[src/rtl/button_switch_input_pkg.sv]
`default_nettype none
// ============================================================================
// Module  : button_switch_input_pkg
// Brief   : Register offsets and edge-mode encodings for button_switch_input.
// Revision: 1.0 - initial release
// ============================================================================
package button_switch_input_pkg;

    localparam logic [1:0] ADDR_DATA = 2'd0;
    localparam logic [1:0] ADDR_EDGE = 2'd1;
    localparam logic [1:0] ADDR_MASK = 2'd2;
    localparam logic [1:0] ADDR_RAW  = 2'd3;

    typedef enum logic [1:0] {
        EDGE_RISE = 2'd0,
        EDGE_FALL = 2'd1,
        EDGE_BOTH = 2'd2
    } edge_mode_e;

endpackage
`default_nettype wire

[src/rtl/input_debounce.sv]
`default_nettype none
// ============================================================================
// Module  : input_debounce
// Brief   : One pin: 2-flop synchroniser, stability counter and debounced level.
// Revision: 1.0 - initial release
// ============================================================================
module input_debounce
    import button_switch_input_pkg::*;
#(
    parameter int DEBOUNCE_CYCLES = 500000
) (
    input  logic clk,
    input  logic rst,
    input  logic pin,
    output logic sync,
    output logic stable,
    output logic flip
);

    localparam int CNT_W = (DEBOUNCE_CYCLES > 1) ? $clog2(DEBOUNCE_CYCLES) : 1;
    localparam logic [CNT_W-1:0] CNT_MAX = CNT_W'(DEBOUNCE_CYCLES - 1);

    logic             meta;
    logic             differ;
    logic [CNT_W-1:0] count;

    assign differ = (sync != stable);
    // flip marks the edge on which stable takes the new level
    assign flip   = differ && (count == CNT_MAX);

    always_ff @(posedge clk or negedge rst) begin
        if (!rst) begin
            meta   <= 1'b0;
            sync   <= 1'b0;
            stable <= 1'b0;
            count  <= '0;
        end else begin
            meta <= pin;
            sync <= meta;
            if (flip) begin
                stable <= sync;
                count  <= '0;
            end else if (differ) begin
                count <= count + 1'b1;
            end else begin
                count <= '0;
            end
        end
    end

endmodule
`default_nettype wire

[src/rtl/button_switch_input.sv]
`default_nettype none
// ============================================================================
// Module  : button_switch_input
// Brief   : Debounced switch/key input peripheral with W1C edge capture and IRQ.
// Revision: 1.0 - initial release
// ============================================================================
module button_switch_input
    import button_switch_input_pkg::*;
#(
    parameter int WIDTH           = 10,
    parameter int DEBOUNCE_CYCLES = 500000,
    parameter int EDGE_MODE       = 0
) (
    input  logic             clk,
    input  logic             rst,
    input  logic             chipSelect,
    input  logic             write,
    input  logic             read,
    input  logic [1:0]       address,
    input  logic [31:0]      writeData,
    output logic [31:0]      readData,
    input  logic [WIDTH-1:0] in_pins,
    output logic             irq
);

    localparam edge_mode_e MODE = edge_mode_e'(EDGE_MODE[1:0]);

    logic [WIDTH-1:0] sync;
    logic [WIDTH-1:0] stable;
    logic [WIDTH-1:0] flip;
    logic [WIDTH-1:0] edge_set;
    logic [WIDTH-1:0] edge_clr;
    logic [WIDTH-1:0] edge_cap;
    logic [WIDTH-1:0] mask;
    logic [31:0]      rd_mux;
    logic             wr_en;
    logic             rd_en;

    genvar i;
    generate
        for (i = 0; i < WIDTH; i++) begin : g_bit
            input_debounce #(
                .DEBOUNCE_CYCLES(DEBOUNCE_CYCLES)
            ) u_debounce (
                .clk   (clk),
                .rst   (rst),
                .pin   (in_pins[i]),
                .sync  (sync[i]),
                .stable(stable[i]),
                .flip  (flip[i])
            );
        end
    endgenerate

    generate
        if (WIDTH < 32) begin : g_unused_hi
            logic unused_hi;
            assign unused_hi = ^writeData[31:WIDTH];
        end
    endgenerate

    assign wr_en = chipSelect && write;
    assign rd_en = chipSelect && read && !write;

    // stable still holds the old level when flip is high
    always_comb begin
        edge_set = '0;
        case (MODE)
            EDGE_RISE: edge_set = flip & ~stable;
            EDGE_FALL: edge_set = flip & stable;
            default:   edge_set = flip;
        endcase
    end

    assign edge_clr = (wr_en && (address == ADDR_EDGE)) ? writeData[WIDTH-1:0] : '0;

    always_comb begin
        rd_mux = '0;
        case (address)
            ADDR_DATA: rd_mux[WIDTH-1:0] = stable;
            ADDR_EDGE: rd_mux[WIDTH-1:0] = edge_cap;
            ADDR_MASK: rd_mux[WIDTH-1:0] = mask;
            default:   rd_mux[WIDTH-1:0] = sync;
        endcase
    end

    always_ff @(posedge clk or negedge rst) begin
        if (!rst) begin
            edge_cap <= '0;
            mask     <= '0;
            readData <= '0;
        end else begin
            // a new edge beats a simultaneous clear so no event is lost
            edge_cap <= (edge_cap & ~edge_clr) | edge_set;
            if (wr_en && (address == ADDR_MASK)) begin
                mask <= writeData[WIDTH-1:0];
            end
            if (rd_en) begin
                readData <= rd_mux;
            end
        end
    end

    assign irq = |(edge_cap & mask);

endmodule
`default_nettype wire

[config.mk]
export PLATFORM = sky130hd
export DESIGN_NAME = button_switch_input
export DESIGN_NICKNAME = d
export VERILOG_FILES = /design/src/rtl/button_switch_input_pkg.sv /design/src/rtl/input_debounce.sv /design/src/rtl/button_switch_input.sv
export SDC_FILE = /design/constraint.sdc
export NUM_CORES = 1
export LEC_CHECK = 0
export BUFFER_PORTS_ARGS = -buffer_cell sky130_fd_sc_hd__buf_2
export CAP_MARGIN = 10
export CORE_ASPECT_RATIO = 1.1
export CORE_MARGIN = 2
export CORE_UTILIZATION = 37
export DETAILED_ROUTE_END_ITERATION = 6
export PLACE_DENSITY = 0.55
export SLEW_MARGIN = 20
export SYNTH_ARGS = -nofsm -noshare
export SYNTH_HDL_FRONTEND = slang
export SYNTH_SLANG_ARGS = --single-unit
[constraint.sdc]
create_clock -name clk -period 3.4 [get_ports clk]
set_input_delay 0.17 -clock clk [delete_from_list [all_inputs] [get_ports clk]]
set_output_delay 0.17 -clock clk [all_outputs]
set_load 0.01 [all_outputs]
Word-level counts from Yosys, hierarchy flattened:

Index checks and enable logic that the tools add are counted.

* register bits after elaboration: 250
* input port bits: 49
* output and inout bits: 33
* word-level logic and storage cells: 121

* $add $sub $neg: 10
* equality and inequality tests: 22
* multiplexer cells: 22
* bitwise logic cells: 6
* reduce and logical (&&, ||, !) cells: 18

Operators with widths (number)
* 19-bit 2-to-1 mux: 20
* 19-bit by 1-bit adder with 19-bit output (second input constant): 10
* 19-bit equality test (second input constant): 10
* 10-bit bitwise AND: 3
* 10-bit case mux with 3 select lines: 1
* 10-bit inverter: 2
* 1-bit logical AND: 15
* 10-bit 2-to-1 mux: 1
* 1-bit != test: 10
* 10-bit bitwise OR: 1
* 10-bit OR reduction: 1
* 2-bit by 1-bit equality test with 1-bit output (second input constant): 1
* 2-bit equality test (second input constant): 1
* 2-bit logical NOT: 1
* 1-bit logical NOT: 1

Logic depth before layout (Yosys ltp):

Gate-level depths: netlist (run 1).

* depth in word-level cells: 6
* gate-level depth with buffers: 7
* depth with buffers taken out: 5

Cells and area by module:

From an unflattened synthesis (run 1), not the netlist that was laid out.

* cell total of the unflattened synthesis: 1217
* area, all modules: 12722.2 um^2

By module, submodules not included
* input_debounce: times used 10, cells each 109, area each 1107.3 um^2, seq. area each 550.5 um^2
* button_switch_input: times used 1, cells each 127, area each 1649.1 um^2, seq. area each 750.7 um^2

Worst setup path after synthesis (run 1):

No wires, ideal clock.

* path kind: register to register
* start: register g_bit[4].u_debounce.count[5]
* end: register g_bit[4].u_debounce.stable
* setup time: 125 ps
* arrival: 1936 ps
* required time: 3275 ps
* slack: 1339 ps
* stages on the path, launching flop included: 5
* path buffers: 0
* clock period less this slack: 2061 ps
* path through: dfrtp_1 > or4_1 > or4_4 > nor2_1 > mux2_2

* word-level cells in the longest chain between the ends: 2

Ends and longest elaborated chain
* from (decl): line input_debounce.sv:25 `logic [CNT_W-1:0] count;`
* from (signal assigned): line input_debounce.sv:44 `count <= count + 1'b1;`
* 19-bit equality test: line input_debounce.sv:29 `assign flip = differ && (count == CNT_MAX);`
* 1-bit logical AND: line input_debounce.sv:29
* to (signal assigned): line input_debounce.sv:41 `stable <= sync;`
* to (decl): line input_debounce.sv:16 `output logic stable,`

No other way between the ends.
A chain may end at the register's enable or synchronous reset.

Worst setup path after layout (run 1):

* start: register g_bit[4].u_debounce.count[5]
* end: register g_bit[4].u_debounce.count[15]

* word-level cells in the longest chain between the ends: 3

Ends and longest elaborated chain
* 19-bit by 1-bit adder with 19-bit output / 19-bit equality test (equally long branches): line input_debounce.sv:44, input_debounce.sv:29
* 19-bit 2-to-1 mux / 1-bit logical AND (equally long branches): line input_debounce.sv:43, input_debounce.sv:29
* 19-bit 2-to-1 mux (*): line input_debounce.sv:40 `if (flip) begin`

Every way passes the cells marked *; elsewhere a longest branch is shown, timed or not.

==> impl_metrics.xml, run 1 <==
<?xml version="1.0" encoding="UTF-8"?>
<metrics>
  <group name="sta">
    <metric name="rsz0062_at_grt" unit="">false</metric>
    <metric name="final_min_period_over_clock_period" unit="">0.6790</metric>
    <metric name="timing.setup.tns" unit="ns">0</metric>
    <metric name="fin_hold_ws" unit="ns">0.2634</metric>
    <metric name="worst_slew_pin_slew" unit="ns">0.8705</metric>
    <metric name="slew_headroom" unit="">0.4197</metric>
    <metric name="final-hold-violation-count" unit="">0</metric>
    <metric name="min_period" unit="ns">2.308</metric>
    <metric name="timing.final.setup_violations" unit="">0</metric>
    <metric name="skew" unit="ns">0.01440</metric>
    <metric name="highest_attainable_clock_frequency" unit="MHz">433.2</metric>
    <metric name="finalMaxSlewViolations" unit="">0</metric>
  </group>
  <group name="setup_path">
    <metric name="critical_path_required" unit="ns">3.83</metric>
    <metric name="crit-reg2reg-capture" unit="">g_bit[4].u_debounce.count[15]</metric>
    <metric name="r2r_setup_slack" unit="ns">1.09</metric>
    <metric name="setup.worst_path.start_class" unit="">flip-flop</metric>
    <metric name="reg2regPathDepth" unit="">4</metric>
    <metric name="critical_path.reg2reg.startpoint" unit="">g_bit[4].u_debounce.count[5]</metric>
    <metric name="endpoint_kind" unit="">flip-flop</metric>
    <metric name="critPathMaxFanout" unit="">18</metric>
    <metric name="critical_path_arrival" unit="ns">2.74</metric>
    <metric name="crit_type" unit="">reg -&gt; reg</metric>
  </group>
  <group name="drt">
    <metric name="detail_route.vias_per_cell" unit="">5.163</metric>
    <metric name="met2_wirelength" unit="um">11610</metric>
    <metric name="wirelength" unit="um">24420</metric>
    <metric name="drt_iter0_markers" unit="">324</metric>
    <metric name="m1WireLength" unit="um">11620</metric>
    <metric name="detail_route.drc_violations" unit="">0</metric>
    <metric name="ant_nets" unit="">0</metric>
    <metric name="met3_wirelength" unit="um">759</metric>
    <metric name="routed.top_layer" unit="">met4</metric>
    <metric name="firstDrtPassIters" unit="">4</metric>
    <metric name="routedWlPerCell" unit="um">14.67</metric>
    <metric name="vias" unit="">8597</metric>
  </group>
  <group name="floorplanning">
    <metric name="floorplan.die.height" unit="um">193.4</metric>
    <metric name="dieArea" unit="um^2">34090</metric>
    <metric name="std_cell_rows" unit="">69</metric>
    <metric name="io_pins" unit="">82</metric>
    <metric name="floorplan.initialDensity" unit="">0.3749</metric>
    <metric name="floorplan.die.width" unit="um">176.2</metric>
    <metric name="core_region_area" unit="um^2">32200</metric>
  </group>
  <group name="synth">
    <metric name="synth-warning-count" unit="">0</metric>
    <metric name="synth-seq-area-share" unit="">0.5182</metric>
    <metric name="async_flop_share" unit="">1.000</metric>
    <metric name="synthTopCellsByArea" unit="">sky130_fd_sc_hd__dfrtp_1 (52%), sky130_fd_sc_hd__xor2_1 (4.9%), sky130_fd_sc_hd__nor2_1 (4.7%), sky130_fd_sc_hd__xnor2_1 (4.5%), sky130_fd_sc_hd__nand4_1 (2.9%)</metric>
    <metric name="synth_area" unit="um^2">12070</metric>
    <metric name="yosys.area.top_type_share" unit="">0.5182</metric>
    <metric name="synth_enable_flop_cells" unit="">0</metric>
    <metric name="yosys.cell_types.count" unit="">54</metric>
    <metric name="synthesized_area_per_cell" unit="um^2">10.52</metric>
    <metric name="synth_cells" unit="">1148</metric>
    <metric name="yosys.area.top_type" unit="">sky130_fd_sc_hd__dfrtp_1</metric>
    <metric name="ys_ff_latch" unit="">250</metric>
    <metric name="predominant_post_synthesis_flop_cell" unit="">sky130_fd_sc_hd__dfrtp_1</metric>
  </group>
  <group name="global_route">
    <metric name="antenna_found_initial" unit="">0</metric>
    <metric name="largest_net_degree_at_the_start_of_global_routing" unit="">114</metric>
    <metric name="grt_first_pass_wirelength" unit="um">42460</metric>
    <metric name="via_count_of_the_first_global_routing_pass" unit="">8580</metric>
    <metric name="global_route.overflow_total" unit="">0</metric>
    <metric name="grt.total_usage" unit="">0.1482</metric>
  </group>
  <group name="clock_network">
    <metric name="hold_buffers" unit="">21</metric>
    <metric name="post_cts_buffers" unit="">0</metric>
    <metric name="cts_tree" unit="">built</metric>
    <metric name="tritoncts.num_buffers" unit="">29</metric>
    <metric name="cts-root-buf" unit="">sky130_fd_sc_hd__clkbuf_16</metric>
    <metric name="htreeDepth" unit="">1</metric>
    <metric name="cts.sinks" unit="">250</metric>
    <metric name="cells_resized_by_post_cts_repair" unit="">0</metric>
    <metric name="clkSlewWorstSetupHoldPaths" unit="ns">0.06</metric>
    <metric name="cts.path.max_buffers" unit="">3</metric>
    <metric name="clock_insertion_delay_at_the_later_pin_of_the_skew_report" unit="ns">0.55</metric>
  </group>
  <group name="worst_hold_path">
    <metric name="min_delay_path_depth" unit="">2</metric>
    <metric name="hold_path.startpoint" unit="">in_pins[2]</metric>
    <metric name="worstHoldPathType" unit="">in -&gt; reg</metric>
    <metric name="hold_crit_endpoint" unit="">g_bit[2].u_debounce.meta</metric>
  </group>
  <group name="place">
    <metric name="routability_congestion_estimate" unit="">0.7725</metric>
    <metric name="detailed_place.area" unit="um^2">12660</metric>
    <metric name="detailed_place_hpwl" unit="um">16410</metric>
    <metric name="place.port_buffers" unit="">37</metric>
  </group>
  <group name="outcome">
    <metric name="outcome" unit="">finished, final reports clean</metric>
  </group>
  <group name="layout">
    <metric name="n_diodes" unit="">0</metric>
    <metric name="fill_cells" unit="">3098</metric>
    <metric name="drive_gt1_frac" unit="">0.1243</metric>
    <metric name="stdcell_area" unit="um^2">13890</metric>
    <metric name="finish.net_count" unit="">1275</metric>
    <metric name="layout-area-overhead-vs-synth" unit="%">15.08</metric>
  </group>
  <group name="pwr">
    <metric name="p_per_area" unit="nW/um^2">490.2</metric>
    <metric name="static-leakage-power" unit="nW">5.700</metric>
    <metric name="power.ir.vdd_worst" unit="mV">0.3272</metric>
  </group>
  <group name="run">
    <metric name="drv_cap" unit="">0</metric>
  </group>
</metrics>
-- through the flow --
stage	power (W)	setup slack, ns	utilization	instances
2_1_floorplan	0.003401	1.339	-	1169
3_3_place_gp	0.003568	1.081	0.3932	1590
3_5_place_dp	0.003573	1.089	0.3932	1590
4_1_cts	0.006922	1.086	0.4314	1665
5_1_grt	0.007126	0.9938	0.4314	1665
6_report	0.006809	1.092	0.4314	1665
-- logic make-up after synthesis --
kind of cell / synth area share
adders and majority gates: 0.01036
muxes: 0.04664
DFF: 0.5182
AOI/OAI and AO/OA: 0.06893
other: 0.0003106
xor gates and xnor gates: 0.09432
and+or+nand+nor: 0.2282
buffers and inverters: 0.03296
-- worst max path at each step --
| stage | startpoint | endpoint | cells after the start |
|---|---|---|---|
| 2_1_floorplan | g_bit[4].u_debounce.count[5] | g_bit[4].u_debounce.stable | 4 |
| 3_3_place_gp | g_bit[4].u_debounce.count[5] | g_bit[4].u_debounce.count[15] | 4 |
| 3_5_place_dp | g_bit[4].u_debounce.count[5] | g_bit[4].u_debounce.count[15] | 4 |
| 4_1_cts | g_bit[4].u_debounce.count[5] | g_bit[4].u_debounce.count[15] | 4 |
| 5_1_grt | g_bit[4].u_debounce.count[5] | g_bit[4].u_debounce.count[15] | 4 |
| 6_report | g_bit[4].u_debounce.count[5] | g_bit[4].u_debounce.count[15] | 4 |
-- synthesized netlist by cell type, types with 5 or more instances --
library cell and number:
sky130_fd_sc_hd__dfrtp_1 250, sky130_fd_sc_hd__nor2_1 151, sky130_fd_sc_hd__nand2_1 72, sky130_fd_sc_hd__xor2_1 68
sky130_fd_sc_hd__xnor2_1 62, sky130_fd_sc_hd__nand3_1 61, sky130_fd_sc_hd__nand4_1 56, sky130_fd_sc_hd__a21oi_1 48
sky130_fd_sc_hd__o21ai_0 31, sky130_fd_sc_hd__mux2_2 30, sky130_fd_sc_hd__or3_1 30, sky130_fd_sc_hd__or4_1 30
sky130_fd_sc_hd__inv_1 26, sky130_fd_sc_hd__nor3_1 26, sky130_fd_sc_hd__buf_4 24, sky130_fd_sc_hd__and4_1 18
sky130_fd_sc_hd__o31ai_1 16, sky130_fd_sc_hd__nor4_1 15, sky130_fd_sc_hd__and3_1 14, sky130_fd_sc_hd__clkbuf_1 12
sky130_fd_sc_hd__buf_2 11, sky130_fd_sc_hd__nor4b_1 11, sky130_fd_sc_hd__ha_1 10, sky130_fd_sc_hd__mux4_2 10
sky130_fd_sc_hd__and2_1 8, sky130_fd_sc_hd__a22o_1 5, sky130_fd_sc_hd__nor2b_1 5
-- registers in the layout, indices dropped and copies added, names as in the netlist --
register	flops
g_bit.u_debounce.stable	10
g_bit.u_debounce.meta	10
readData	10
g_bit.u_debounce.count	190
edge_cap	10
mask	10
g_bit.u_debounce.sync	10
-- layout by cell type, fill, tap and decap left out, drive strengths merged, types with 3 or more instances in the layout --
cell type and n:
or4 31, clkinv 7, o21ai 32, buf 45, inv 27, o31ai 24, nand2 72, xor2 68
mux2 30, or3 30, and2 8, nand3 61, or4b 5, a32o 4, nor4 15, clkbuf 40
nor2 151, nand4 59, ha 10, nor4b 11, a22oi 3, nor3 26, conb 22, and3 14
and4 18, a22o 5, dlygate4sd3 21, nor2b 5, a21oi 48, dfrtp 250, nand2b 4, bufinv 5
mux4 10, xnor2 62
-- routing by layer --
metal	vias to the layer above	track usage
met2	82	0.2482
met5	-	0
met3	31	0.02260
li1	4238	-
met1	4246	0.2019
met4	0	0.03551
-- where the power goes --
part,total (W),switching (W),internal [W]
combinational,0.000369,0.000209,0.000159
sequential,0.00316,0.0000852,0.00307
clock,0.00328,0.00123,0.00205
total,0.00681,0.00152,0.00528
-- final cells by class --
| class | count | area [um^2] | share of cell area |
|---|---|---|---|
| clock buffers | 40 | 817.0 | 0.05881 |
| multi-input cells | 843 | 5497 | 0.3957 |
| repair buffers | 66 | 490.5 | 0.03531 |
| clock inverters | 14 | 201.4 | 0.01450 |
| inverters | 26 | 97.59 | 0.007025 |
| well taps | 426 | 533.0 | 0.03837 |
| flip-flops and latches | 250 | 6256 | 0.4503 |
-- worst max-delay path, stage by stage, from the launching register on --
cell and delay (ns):
sky130_fd_sc_hd__dfrtp_1 0.45, sky130_fd_sc_hd__or4_1 0.56, sky130_fd_sc_hd__or4_4 0.55, sky130_fd_sc_hd__o21ai_4 0.41
sky130_fd_sc_hd__o21ba_2 0.23
Note: power is estimated with default switching activity, not from simulation.
==> run 2, diff against run 1 <==
==> constraint.sdc (replaced) <==
create_clock -name clk -period 2.15 [get_ports clk]
set_input_delay 0.1075 -clock clk [delete_from_list [all_inputs] [get_ports clk]]
set_output_delay 0.1075 -clock clk [all_outputs]
set_load 0.01 [all_outputs]
==> impl_metrics.xml, run 2 (synthesized netlist as in run 1, its figures left out) <==
<?xml version="1.0" encoding="UTF-8"?>
<metrics>
  <group name="clock_network">
    <metric name="clock_insertion_delay_at_the_later_pin_of_the_skew_report" unit="ns">0.54</metric>
    <metric name="tritoncts.num_buffers" unit="">29</metric>
    <metric name="cts_tree" unit="">built</metric>
    <metric name="cts.path.max_buffers" unit="">3</metric>
    <metric name="cts-root-buf" unit="">sky130_fd_sc_hd__clkbuf_16</metric>
    <metric name="post_cts_buffers" unit="">0</metric>
    <metric name="cts.sinks" unit="">250</metric>
    <metric name="htreeDepth" unit="">1</metric>
    <metric name="clkSlewWorstSetupHoldPaths" unit="ns">0.06</metric>
  </group>
  <group name="floorplanning">
    <metric name="io_pins" unit="">82</metric>
    <metric name="std_cell_rows" unit="">69</metric>
    <metric name="floorplan.initialDensity" unit="">0.3749</metric>
    <metric name="floorplan.die.width" unit="um">176.2</metric>
    <metric name="dieArea" unit="um^2">34090</metric>
    <metric name="core_region_area" unit="um^2">32200</metric>
    <metric name="floorplan.die.height" unit="um">193.4</metric>
  </group>
  <group name="layout">
    <metric name="finish.net_count" unit="">1316</metric>
    <metric name="layout.cells.most_common_list" unit="">sky130_fd_sc_hd__dfrtp_1 (250), sky130_fd_sc_hd__nor2_1 (150), sky130_fd_sc_hd__nand2_1 (72)</metric>
    <metric name="drive_gt1_frac" unit="">0.1535</metric>
    <metric name="largest_reg_flops" unit="">190</metric>
    <metric name="final_common_cell" unit="">sky130_fd_sc_hd__dfrtp_1</metric>
    <metric name="register_name_with_the_most_flops" unit="">g_bit.u_debounce.count</metric>
    <metric name="stdcell_area" unit="um^2">14240</metric>
    <metric name="layout-area-overhead-vs-synth" unit="%">17.94</metric>
  </group>
  <group name="setup_path">
    <metric name="critical_path_required" unit="ns">2.57</metric>
    <metric name="crit_type" unit="">reg -&gt; reg</metric>
    <metric name="critical_path.reg2reg.startpoint" unit="">g_bit[0].u_debounce.count[15]</metric>
    <metric name="setup.worst_path.start_class" unit="">flip-flop</metric>
    <metric name="cp_slowest_cell" unit="">sky130_fd_sc_hd__or4b_2</metric>
    <metric name="cp_slowest_stage_delay" unit="ns">0.72</metric>
    <metric name="critPathMaxFanout" unit="">5</metric>
    <metric name="critical_path_arrival" unit="ns">2.47</metric>
    <metric name="endpoint_kind" unit="">flip-flop</metric>
    <metric name="timing.critical_path.cells" unit="">nand3_1 -&gt; or4b_2 -&gt; nor3_1 -&gt; mux2_2</metric>
    <metric name="critPathLaunch" unit="">g_bit[0].u_debounce.count[15]</metric>
  </group>
  <group name="global_route">
    <metric name="grt_first_pass_wirelength" unit="um">43500</metric>
    <metric name="via_count_of_the_first_global_routing_pass" unit="">8670</metric>
    <metric name="largest_net_degree_at_the_start_of_global_routing" unit="">60</metric>
    <metric name="grt.total_usage" unit="">0.1515</metric>
    <metric name="antenna_found_initial" unit="">1</metric>
    <metric name="global_route.overflow_total" unit="">0</metric>
  </group>
  <group name="sta">
    <metric name="timing.setup.tns" unit="ns">0</metric>
    <metric name="min_period" unit="ns">2.045</metric>
    <metric name="final_min_period_over_clock_period" unit="">0.9512</metric>
    <metric name="final-hold-violation-count" unit="">0</metric>
    <metric name="skew" unit="ns">0.01047</metric>
    <metric name="rsz0062_at_grt" unit="">false</metric>
    <metric name="fin_hold_ws" unit="ns">0.09038</metric>
    <metric name="highest_attainable_clock_frequency" unit="MHz">489.0</metric>
    <metric name="timing.final.setup_violations" unit="">0</metric>
    <metric name="finalMaxSlewViolations" unit="">0</metric>
  </group>
  <group name="drt">
    <metric name="detail_route.drc_violations" unit="">0</metric>
    <metric name="drt_iter0_markers" unit="">425</metric>
    <metric name="vias" unit="">8739</metric>
    <metric name="firstDrtPassIters" unit="">4</metric>
    <metric name="ant_nets" unit="">0</metric>
    <metric name="wirelength" unit="um">25070</metric>
    <metric name="routedWlPerCell" unit="um">14.71</metric>
    <metric name="detail_route.vias_per_cell" unit="">5.129</metric>
  </group>
  <group name="place">
    <metric name="detailed_place_hpwl" unit="um">17360</metric>
    <metric name="place.port_buffers" unit="">37</metric>
    <metric name="detailed_place.area" unit="um^2">13010</metric>
    <metric name="routability_congestion_estimate" unit="">0.7683</metric>
  </group>
  <group name="outcome">
    <metric name="outcome" unit="">finished, final reports clean</metric>
  </group>
  <group name="pwr">
    <metric name="power.ir.vdd_worst" unit="mV">0.6749</metric>
    <metric name="power.total" unit="W">0.01083</metric>
    <metric name="static-leakage-power" unit="nW">5.906</metric>
    <metric name="p_per_area" unit="nW/um^2">760.6</metric>
  </group>
  <group name="worst_hold_path">
    <metric name="worstHoldPathType" unit="">in -&gt; async</metric>
  </group>
  <group name="run">
    <metric name="drv_cap" unit="">0</metric>
  </group>
</metrics>
==> run 2: cell count changes in the layout (fill, tap and decap cells not counted), sizes merged <==
cell | previous run | this run
clkinv | 7 | 10
diode | 0 | 1
clkbuf | 40 | 34
buf | 45 | 86
inv | 27 | 26
bufinv | 5 | 6
==> run 2: timing repair <==
action / 4_1_cts / 5_1_grt
endpoints found under the setup margin: 0 / 1
hold buffers: 21 / 0
endpoints found under the hold margin: 255 / 0
gates resized for setup: 0 / 1
==> run 2: cell type report <==
type	instances	area, um^2
clock buffers	34	764.5
inverters	26	97.59
multi-input cells	843	5499
clock inverters	17	249.0
fillers	3076	17960
repair buffers	107	835.8
diodes	1	2.502
well taps	426	533.0
flip-flops and latches	250	6256
==> run 2: path summary, 6_finish.rpt <==
kind                                           endpoint  slack [ns]  depth (start not counted)
max                          g_bit[0].u_debounce.stable        0.10                          4
min                        g_bit[2].u_debounce.count[3]        0.09                          2
max reg2reg                  g_bit[0].u_debounce.stable        0.10                          4
min reg2reg                    g_bit[4].u_debounce.sync        0.34                          0
max in group asynchronous  g_bit[5].u_debounce.count[2]        1.33                          3
min in group clk                            readData[9]        0.18                          3
==> run 2: metrics by stage <==
stage	util	setup WS, ns	instances
2_1_floorplan	-	0.08905	1169
3_3_place_gp	0.4040	0.06763	1631
3_5_place_dp	0.4040	0.07958	1631
4_1_cts	0.4420	0.06476	1703
5_1_grt	0.4421	0.002576	1704
6_report	0.4421	0.1049	1704
==> run 2: critical path, delay by kind of cell, from the launching register on <==
family / cells / cell delay (ns)
AND/OR/NAND/NOR: 3 / 1.15
multiplexers: 1 / 0.38
flip-flops: 1 / 0.40
==> run 2: per-layer routing <==
layer	part of all wire	track usage
met5	0	0
met4	0.018	0.03551
met3	0.037	0.02358
met2	0.47	0.2397
met1	0.48	0.2186
==> run 2: report_power, final <==
part	total (W)	internal, W	switching [W]
combinational	0.000618	0.000281	0.000337
clock	0.00521	0.00325	0.00196
sequential	0.00500	0.00486	0.000144
